--- config.mk ---
export PLATFORM = sky130hd
export DESIGN_NAME = uart_bus_arbiter_flat
export DESIGN_NICKNAME = d
export VERILOG_FILES = /design/src/rtl/uart_bus_arbiter_if.sv /design/src/rtl/uart_bus_arbiter.sv /design/src/flat_wrapper.sv
export SDC_FILE = /design/constraint.sdc
export NUM_CORES = 1
export LEC_CHECK = 0
export CAP_MARGIN = 20
export CORE_AREA = 3 3 85 87
export CTS_BUF_LIST = sky130_fd_sc_hd__clkbuf_4 sky130_fd_sc_hd__clkbuf_8
export CTS_CLUSTER_DIAMETER = 150
export DETAILED_ROUTE_END_ITERATION = 12
export DIE_AREA = 0 0 88 90
export PLACE_DENSITY = 0.83
export SLEW_MARGIN = 0
export SYNTH_ARGS = -nofsm -noshare
export SYNTH_HDL_FRONTEND = slang
export SYNTH_SLANG_ARGS = --single-unit
export TNS_END_PERCENT = 100
--- constraint.sdc ---
create_clock -name clk_i -period 2.5 [get_ports clk_i]
set_clock_uncertainty 0.1 [all_clocks]
set_input_delay 0.25 -clock clk_i [delete_from_list [all_inputs] [get_ports clk_i]]
set_output_delay 0.25 -clock clk_i [all_outputs]
set_load 0.01 [all_outputs]
--- src/rtl/uart_bus_arbiter_if.sv ---
// Bus bundle between two Wishbone masters, the arbiter and the UART slave port.
//   m0_* / m1_*  : master request inputs (cyc, stb, we, adr, sel, dat) and
//                  response outputs (dat_o, ack_o, err_o)
//   s_*          : shared UART slave port (request outputs, dat_i/ack_i inputs)
// Modport slave  : the arbiter's view (it is the slave of both masters).
// Modport master : the environment's view (masters plus the UART model).
interface uart_bus_arbiter_if;
  logic        m0_cyc_i;
  logic        m0_stb_i;
  logic        m0_we_i;
  logic        m0_adr_i;
  logic [3:0]  m0_sel_i;
  logic [31:0] m0_dat_i;
  logic [31:0] m0_dat_o;
  logic        m0_ack_o;
  logic        m0_err_o;

  logic        m1_cyc_i;
  logic        m1_stb_i;
  logic        m1_we_i;
  logic        m1_adr_i;
  logic [3:0]  m1_sel_i;
  logic [31:0] m1_dat_i;
  logic [31:0] m1_dat_o;
  logic        m1_ack_o;
  logic        m1_err_o;

  logic        s_cyc_o;
  logic        s_stb_o;
  logic        s_we_o;
  logic        s_adr_o;
  logic [3:0]  s_sel_o;
  logic [31:0] s_dat_o;
  logic [31:0] s_dat_i;
  logic        s_ack_i;

  modport slave (
    input  m0_cyc_i, m0_stb_i, m0_we_i, m0_adr_i, m0_sel_i, m0_dat_i,
    output m0_dat_o, m0_ack_o, m0_err_o,
    input  m1_cyc_i, m1_stb_i, m1_we_i, m1_adr_i, m1_sel_i, m1_dat_i,
    output m1_dat_o, m1_ack_o, m1_err_o,
    output s_cyc_o, s_stb_o, s_we_o, s_adr_o, s_sel_o, s_dat_o,
    input  s_dat_i, s_ack_i
  );

  modport master (
    output m0_cyc_i, m0_stb_i, m0_we_i, m0_adr_i, m0_sel_i, m0_dat_i,
    input  m0_dat_o, m0_ack_o, m0_err_o,
    output m1_cyc_i, m1_stb_i, m1_we_i, m1_adr_i, m1_sel_i, m1_dat_i,
    input  m1_dat_o, m1_ack_o, m1_err_o,
    input  s_cyc_o, s_stb_o, s_we_o, s_adr_o, s_sel_o, s_dat_o,
    output s_dat_i, s_ack_i
  );
endinterface

--- src/rtl/uart_bus_arbiter.sv ---
// Two-master Wishbone arbiter in front of the single UART slave port.
// Round-robin grant held for the owner's whole cyc, plus a watchdog that
// aborts a beat the UART does not ack within TIMEOUT cycles.
// Ports:
//   clk_i    system clock
//   rst_i    asynchronous active-high reset
//   bus      master/slave bundle (uart_bus_arbiter_if.slave)
//   grant_o  one-hot current owner (bit N = master N), 00 when idle
module uart_bus_arbiter #(
  parameter int unsigned TIMEOUT = 256
) (
  input  logic               clk_i,
  input  logic               rst_i,
  uart_bus_arbiter_if.slave  bus,
  output logic [1:0]         grant_o
);

  localparam int unsigned WDW = $clog2(TIMEOUT + 1);
  localparam logic [WDW-1:0] WD_LAST = WDW'(TIMEOUT - 1);

  typedef enum logic [1:0] {
    IDLE  = 2'd0,
    BUSY  = 2'd1,
    ABORT = 2'd2
  } state_t;

  state_t         state_q, state_d;
  logic [1:0]     grant_q, grant_d;
  logic           last_q, last_d;
  logic [WDW-1:0] wdog_q, wdog_d;

  logic        req0, req1, own1, busy, abort;
  logic        o_cyc, o_stb, o_we, o_adr;
  logic [3:0]  o_sel;
  logic [31:0] o_dat;

  assign req0  = bus.m0_cyc_i & bus.m0_stb_i;
  assign req1  = bus.m1_cyc_i & bus.m1_stb_i;
  assign own1  = grant_q[1];
  assign busy  = (state_q == BUSY);
  assign abort = (state_q == ABORT);

  // Owner request mux; only forwarded to the UART while BUSY.
  assign o_cyc = own1 ? bus.m1_cyc_i : bus.m0_cyc_i;
  assign o_stb = own1 ? bus.m1_stb_i : bus.m0_stb_i;
  assign o_we  = own1 ? bus.m1_we_i  : bus.m0_we_i;
  assign o_adr = own1 ? bus.m1_adr_i : bus.m0_adr_i;
  assign o_sel = own1 ? bus.m1_sel_i : bus.m0_sel_i;
  assign o_dat = own1 ? bus.m1_dat_i : bus.m0_dat_i;

  assign bus.s_cyc_o = busy & o_cyc;
  assign bus.s_stb_o = busy & o_stb;
  assign bus.s_we_o  = busy & o_we;
  assign bus.s_adr_o = busy & o_adr;
  assign bus.s_sel_o = busy ? o_sel : '0;
  assign bus.s_dat_o = busy ? o_dat : '0;

  assign bus.m0_dat_o = bus.s_dat_i;
  assign bus.m1_dat_o = bus.s_dat_i;

  // Acks only pass through in BUSY, so a stray UART ack in IDLE/ABORT is dropped.
  assign bus.m0_ack_o = busy & grant_q[0] & bus.s_ack_i;
  assign bus.m1_ack_o = busy & grant_q[1] & bus.s_ack_i;
  assign bus.m0_err_o = abort & grant_q[0];
  assign bus.m1_err_o = abort & grant_q[1];

  assign grant_o = grant_q;

  always_comb begin
    state_d = state_q;
    grant_d = grant_q;
    last_d  = last_q;
    wdog_d  = '0;
    unique case (state_q)
      IDLE: begin
        if (req0 || req1) begin
          state_d = BUSY;
          if (req0 && req1) grant_d = last_q ? 2'b01 : 2'b10;
          else              grant_d = req1 ? 2'b10 : 2'b01;
        end
      end
      BUSY: begin
        if (!o_cyc) begin
          state_d = IDLE;
          grant_d = '0;
          last_d  = own1;
        end else if (o_stb && !bus.s_ack_i) begin
          if (wdog_q == WD_LAST) state_d = ABORT;
          else                   wdog_d  = wdog_q + WDW'(1);
        end
      end
      ABORT: begin
        state_d = IDLE;
        grant_d = '0;
        last_d  = own1;
      end
      default: begin
        state_d = IDLE;
        grant_d = '0;
      end
    endcase
  end

  always_ff @(posedge clk_i or posedge rst_i) begin
    if (rst_i) begin
      state_q <= IDLE;
      grant_q <= '0;
      last_q  <= 1'b1;
      wdog_q  <= '0;
    end else begin
      state_q <= state_d;
      grant_q <= grant_d;
      last_q  <= last_d;
      wdog_q  <= wdog_d;
    end
  end

endmodule

--- src/flat_wrapper.sv ---
// flat-port wrapper written by rule: the top's interface ports become plain ports
module uart_bus_arbiter_flat 
#(
  parameter int unsigned TIMEOUT = 256
)
  (clk_i, rst_i, grant_o, bus_m0_cyc_i, bus_m0_stb_i, bus_m0_we_i, bus_m0_adr_i, bus_m0_sel_i, bus_m0_dat_i, bus_m0_dat_o, bus_m0_ack_o, bus_m0_err_o, bus_m1_cyc_i, bus_m1_stb_i, bus_m1_we_i, bus_m1_adr_i, bus_m1_sel_i, bus_m1_dat_i, bus_m1_dat_o, bus_m1_ack_o, bus_m1_err_o, bus_s_cyc_o, bus_s_stb_o, bus_s_we_o, bus_s_adr_o, bus_s_sel_o, bus_s_dat_o, bus_s_dat_i, bus_s_ack_i);
  uart_bus_arbiter_if bus_i ();
  input  logic clk_i;
  input  logic rst_i;
  output logic [1:0] grant_o;
  input wire logic [$bits(bus_i.m0_cyc_i)-1:0] bus_m0_cyc_i;
  input wire logic [$bits(bus_i.m0_stb_i)-1:0] bus_m0_stb_i;
  input wire logic [$bits(bus_i.m0_we_i)-1:0] bus_m0_we_i;
  input wire logic [$bits(bus_i.m0_adr_i)-1:0] bus_m0_adr_i;
  input wire logic [$bits(bus_i.m0_sel_i)-1:0] bus_m0_sel_i;
  input wire logic [$bits(bus_i.m0_dat_i)-1:0] bus_m0_dat_i;
  output wire logic [$bits(bus_i.m0_dat_o)-1:0] bus_m0_dat_o;
  output wire logic [$bits(bus_i.m0_ack_o)-1:0] bus_m0_ack_o;
  output wire logic [$bits(bus_i.m0_err_o)-1:0] bus_m0_err_o;
  input wire logic [$bits(bus_i.m1_cyc_i)-1:0] bus_m1_cyc_i;
  input wire logic [$bits(bus_i.m1_stb_i)-1:0] bus_m1_stb_i;
  input wire logic [$bits(bus_i.m1_we_i)-1:0] bus_m1_we_i;
  input wire logic [$bits(bus_i.m1_adr_i)-1:0] bus_m1_adr_i;
  input wire logic [$bits(bus_i.m1_sel_i)-1:0] bus_m1_sel_i;
  input wire logic [$bits(bus_i.m1_dat_i)-1:0] bus_m1_dat_i;
  output wire logic [$bits(bus_i.m1_dat_o)-1:0] bus_m1_dat_o;
  output wire logic [$bits(bus_i.m1_ack_o)-1:0] bus_m1_ack_o;
  output wire logic [$bits(bus_i.m1_err_o)-1:0] bus_m1_err_o;
  output wire logic [$bits(bus_i.s_cyc_o)-1:0] bus_s_cyc_o;
  output wire logic [$bits(bus_i.s_stb_o)-1:0] bus_s_stb_o;
  output wire logic [$bits(bus_i.s_we_o)-1:0] bus_s_we_o;
  output wire logic [$bits(bus_i.s_adr_o)-1:0] bus_s_adr_o;
  output wire logic [$bits(bus_i.s_sel_o)-1:0] bus_s_sel_o;
  output wire logic [$bits(bus_i.s_dat_o)-1:0] bus_s_dat_o;
  input wire logic [$bits(bus_i.s_dat_i)-1:0] bus_s_dat_i;
  input wire logic [$bits(bus_i.s_ack_i)-1:0] bus_s_ack_i;
  assign bus_i.m0_cyc_i = bus_m0_cyc_i;
  assign bus_i.m0_stb_i = bus_m0_stb_i;
  assign bus_i.m0_we_i = bus_m0_we_i;
  assign bus_i.m0_adr_i = bus_m0_adr_i;
  assign bus_i.m0_sel_i = bus_m0_sel_i;
  assign bus_i.m0_dat_i = bus_m0_dat_i;
  assign bus_m0_dat_o = bus_i.m0_dat_o;
  assign bus_m0_ack_o = bus_i.m0_ack_o;
  assign bus_m0_err_o = bus_i.m0_err_o;
  assign bus_i.m1_cyc_i = bus_m1_cyc_i;
  assign bus_i.m1_stb_i = bus_m1_stb_i;
  assign bus_i.m1_we_i = bus_m1_we_i;
  assign bus_i.m1_adr_i = bus_m1_adr_i;
  assign bus_i.m1_sel_i = bus_m1_sel_i;
  assign bus_i.m1_dat_i = bus_m1_dat_i;
  assign bus_m1_dat_o = bus_i.m1_dat_o;
  assign bus_m1_ack_o = bus_i.m1_ack_o;
  assign bus_m1_err_o = bus_i.m1_err_o;
  assign bus_s_cyc_o = bus_i.s_cyc_o;
  assign bus_s_stb_o = bus_i.s_stb_o;
  assign bus_s_we_o = bus_i.s_we_o;
  assign bus_s_adr_o = bus_i.s_adr_o;
  assign bus_s_sel_o = bus_i.s_sel_o;
  assign bus_s_dat_o = bus_i.s_dat_o;
  assign bus_i.s_dat_i = bus_s_dat_i;
  assign bus_i.s_ack_i = bus_s_ack_i;
  uart_bus_arbiter #(.TIMEOUT(TIMEOUT)) u_core (.clk_i(clk_i), .rst_i(rst_i), .bus(bus_i), .grant_o(grant_o));
endmodule
Yosys cells after proc, flatten, opt, wreduce, memory -nomap -nowiden
Index checks and enable logic that the tools add are counted.

storage, ports and cells
  word-level logic and storage cells = 58
  register bits = 14
  output and inout port bits = 110

operators by class
  eq/ne operators = 7
  $add $sub $neg = 1
  bitwise operators = 12
  reduce and logical (&&, ||, !) cells = 9
  multiplexer cells = 25

operator list
  kind                                                   count
  two-way mux 32 bit                                     2
  two-way mux 9 bit                                      4
  two-way mux 2 bit                                      9
  bitwise AND 1 bit                                      12
  adder 9 x 1 -> 9 bit, second input constant            1
  equality test 9 x 8 -> 1 bit, second input constant    1
  two-way mux 4 bit                                      2
  one-hot mux 2 bit (2 select lines)                     2
  inequality test 3 bit, second input constant           2
  two-way mux 1 bit                                      5
  AND reduction 2 bit                                    2
  AND reduction 3 bit                                    1
  equality test 2 x 1 -> 1 bit, second input constant    1
  equality test 2 bit, second input constant             1
  logical AND 1 bit                                      2
  logical NOT 2 bit                                      1
  inequality test 2 x 1 -> 1 bit, second input constant  1
  inequality test 2 bit, second input constant           1
  one-hot mux 1 bit (2 select lines)                     1
  nonzero test 2 bit                                     1
  logical NOT 1 bit                                      1
  logical OR 1 bit                                       1

Depth between registers and ports, before layout
  depth after elaboration = 5
  mapped depth = 5

Least setup slack after synthesis
Ideal clock, no wire load.

  path type = reg2reg
  start = register u_core.state_q[1]
  end = register u_core.wdog_q[5]
  data arrival time = 1.506 ns
  slack = 0.800 ns
  library setup time = 0.094 ns
  cell stages (with the launch flop) = 6
  path buffers = 2
  cells stage by stage = dfrtp_1 > nand2b_1 > buf_2 > or4_1 > buf_2 > a211oi_1

between the ends
  cells in the longest elaborated chain, start to end = 2

RTL lines
  what                          line                     source
  start: declaration            uart_bus_arbiter.sv:27   state_t state_q, state_d;
  start signal: assignment      uart_bus_arbiter.sv:111  state_q <= state_d;
  equality test 2 x 1 -> 1 bit  uart_bus_arbiter.sv:74   unique case (state_q)
  two-way mux 9 bit             uart_bus_arbiter.sv:74
  via u_core.wdog_d[5]          uart_bus_arbiter.sv:30   logic [WDW-1:0] wdog_q, wdog_d;
  end signal: assignment        uart_bus_arbiter.sv:114  wdog_q <= wdog_d;
  end: declaration              uart_bus_arbiter.sv:30

The timed path passes the listed nets, and every way through them passes these cells.
A chain may end at the register's enable or synchronous reset.

Final worst setup path
  start = register u_core.grant_q[1], in the netlist u_core.grant_o[1]
  end = output port bus_s_dat_o[18]

between the ends
  cells in the longest elaborated chain, start to end = 2

RTL lines
  what                      line                     source
  start: declaration        uart_bus_arbiter.sv:28   logic [1:0] grant_q, grant_d;
  start signal: assignment  uart_bus_arbiter.sv:112  grant_q <= grant_d;
  two-way mux 32 bit        uart_bus_arbiter.sv:49   assign o_dat = own1 ? bus.m1_dat_i : bus.m0_dat_i;
  two-way mux 32 bit        uart_bus_arbiter.sv:56   assign bus.s_dat_o = busy ? o_dat : '0;
  end: declaration          flat_wrapper.sv:34       output wire logic [$bits(bus_i.s_dat_o)-1:0] bus_s_dat_o;

No other way between the ends.

==> impl_metrics.toml <==
[setup_path]
path_cells = "buf_4 > mux2i_1 > nor2_1 > clkdlybuf4s50_1"
cp-start-kind = "register"
rrSetupSlack_ns = 0.62
reg2reg_from = "u_core.state_q[1]"
r2r_end = "u_core.wdog_q[1]"
cp_slowest_cell = "clkdlybuf4s50_1"
max_stage_delay_ns = 0.48
endpoint_kind = "primary output"
path_class = "register to primary output"
r2r_cells = 3
crit_path_max_fanout = 27
crit_required_ns = 2.15
cp.arrival_ns = 1.91

[cts]
cts_setup_buffers = 0
ctsHoldBuffers = 0
cts_tree = "yes"
htree_levels = 1
cts_root_buf = "clkbuf_8"
clockBufferDepth = 2
path_clk_slew_ns = 0.06
clk_latency_ns = 0.25
clock_sinks = 14
postCtsResizedCells = 0
cts_buffers = 3

[placed_design]
port_buffers = 128
gp_congestion = 0.750
place_area_um2 = 2660
hpwlAfterDp_um = 5070
dp_slack_ns = 0.380

[power]
power.density_nw_per_um2 = 757
power.leakage_nw = 1.04
irDropWorstVdd_mv = 0.472

[floorplan]
start_util = 0.278
ios = 225
die_h_um = 90
die-area_um2 = 7920
die_x_um = 88
rows = 29
coreArea_um2 = 6420

[synthesis]
synthFlopType = "dfrtp_1"
yosysTopAreaCellShare = 0.278
synth-compound-area-share = 0.0470
synth_edf_count = 0
synth_cell_types = 32
synthesis.area_um2 = 1780
synth_sequential_area_ratio = 0.197
netlist_instances = 225
synthAdderAreaFrac = 0.00701
avgSynthCellArea_um2 = 7.93
synthXorXnorAreaFrac = 0.0147
yosys_warnings = 0
synth_top_family_by_area = "buffers and inverters"
ys_ff_latch = 14
synth_top_area_cell = "buf_4"
syn-num-nets = 341
synthTopCellsByArea = "buf_4, mux2i_1, dfrtp_1"
synthMuxAreaShare = 0.242
synthSimpleGateAreaFrac = 0.184
ys_async_sr_fraction = 1.00

[global_routing]
grt-ovfl-total = 0
grt_max_degree = 28
grt_pass1_vias = 1751
grtUsageTotal = 0.150
grt_pass1_wl_um = 9360
grt_antenna_before_repair = 0

[sta]
tightest_slew_ns = 0.547
clock.fmax_mhz = 443
timing.slew.headroom = 0.635
slew_violations = 0
fin_setup_tns_ns = 0
finalHoldViolCount = 0
fin_crit_sh = 0.903
hold-worst-slack_ns = 0.256
post-route-min-period_ns = 2.26
final.setup.worst_slack_ns = 0.242
rsz0062_at_grt = "no"
setup_violations = 0

[finish]
synthToLayoutAreaGrowth_pct = 52.0
mostFrequentLayoutCells = "clkdlybuf4s50_1, nor2_1, mux2i_1, dfrtp_1, o21ai_0"
final_layout_size_suffix_gt1_frac = 0.0386
nNetsFinal = 402
insertedDiodeCount = 0
layout.cells.most_common = "clkdlybuf4s50_1"
design_area_um2 = 2710

[drt]
first_pass_iters = 4
ant_nets = 0
drc = 0
via_count = 1726
drtIter0Drc = 33
wirelength_um = 6120
viasPerCell = 4.77
routedWlPerCell_um = 16.9

[flow_run]
maxCapViolations = 0

[hold_path]
hold_class = "input pin to asynchronous set/reset pin"

[outcome]
status = "finished, final reports clean"
[worst max-delay path: cells and delay by family (launching register included)]
family	cells	cell delay (ns)
AND/OR/NAND/NOR	1	0.06
buffers and inverters	2	0.88
multiplexers	1	0.30
flip-flops	1	0.41
[flip-flops by register name, summed over array words and instances (netlist names)]
| name | flops |
|---|---|
| u_core.grant_o | 2 |
| u_core.state_q | 2 |
| u_core.wdog_q | 9 |
| u_core.last_q | 1 |
[per-layer routing]
layer / vias to the layer above / GRT usage / wire length [um]
li1: 808 / - / -
met1: 788 / 0.164 / 2160
met2: 91 / 0.272 / 3100
met3: 39 / 0.0219 / 621
met4: 0 / 0.0793 / 238
met5: - / 0 / 0
[area by class of cell]
type                       count  area, um^2
tap                           77        96.3
clock buffer                   4        55.1
multi-input combinational    132         886
sequential                    14         353
inverter                       3        11.3
fill                         627        3710
timing repair buffer         132        1310
[where the power goes]
part	switching (W)	internal, W	total [W]
clock	0.0000854	0.000140	0.000225
sequential	0.0000377	0.000263	0.000300
combinational	0.000685	0.000842	0.00153
[through the flow]
| step | total power (W) | cells | utilization |
|---|---|---|---|
| global placement | 0.00184 | 358 | 0.414 |
| global route | 0.00220 | 362 | 0.422 |
| detailed placement | 0.00185 | 358 | 0.414 |
| floorplan | 0.00115 | 225 | - |
| finish | 0.00205 | 362 | 0.422 |
| CTS | 0.00209 | 362 | 0.422 |
[logic make-up after synthesis]
logic type               count (synthesis)
adder cells (fa/ha/maj)                  1
AO/OA/AOI/OAI                           13
buffers and inverters                   79
XOR/XNOR                                 3
multiplexers                            43
flip-flops                              14
AND/OR/NAND/NOR                         72
[cells in the mapped netlist, types with 3 or more instances]
| master | number |
|---|---|
| nor2_1 | 45 |
| buf_4 | 66 |
| nor3_1 | 4 |
| o21ai_0 | 6 |
| mux2i_1 | 42 |
| buf_2 | 4 |
| a211oi_1 | 3 |
| and3_1 | 3 |
| inv_1 | 3 |
| and2_1 | 3 |
| nand3_1 | 3 |
| clkbuf_1 | 5 |
| dfrtp_1 | 13 |
| or3_1 | 3 |
[how the worst max path moves through the flow]
stage | start | to | slack (ns) | cells after the start
5_1_grt | u_core.grant_o[1] | bus_s_dat_o[29] | 0.16 | 4
3_5_place_dp | bus_m1_cyc_i | u_core.wdog_q[7] | 0.38 | 4
6_report | u_core.grant_o[1] | bus_s_dat_o[18] | 0.24 | 4
4_1_cts | u_core.grant_o[1] | bus_s_dat_o[18] | 0.22 | 4
2_1_floorplan | u_core.state_q[1] | u_core.wdog_q[5] | 0.80 | 5
3_3_place_gp | bus_m1_cyc_i | u_core.wdog_q[7] | 0.49 | 4
Power figures use the tool's default switching activity.
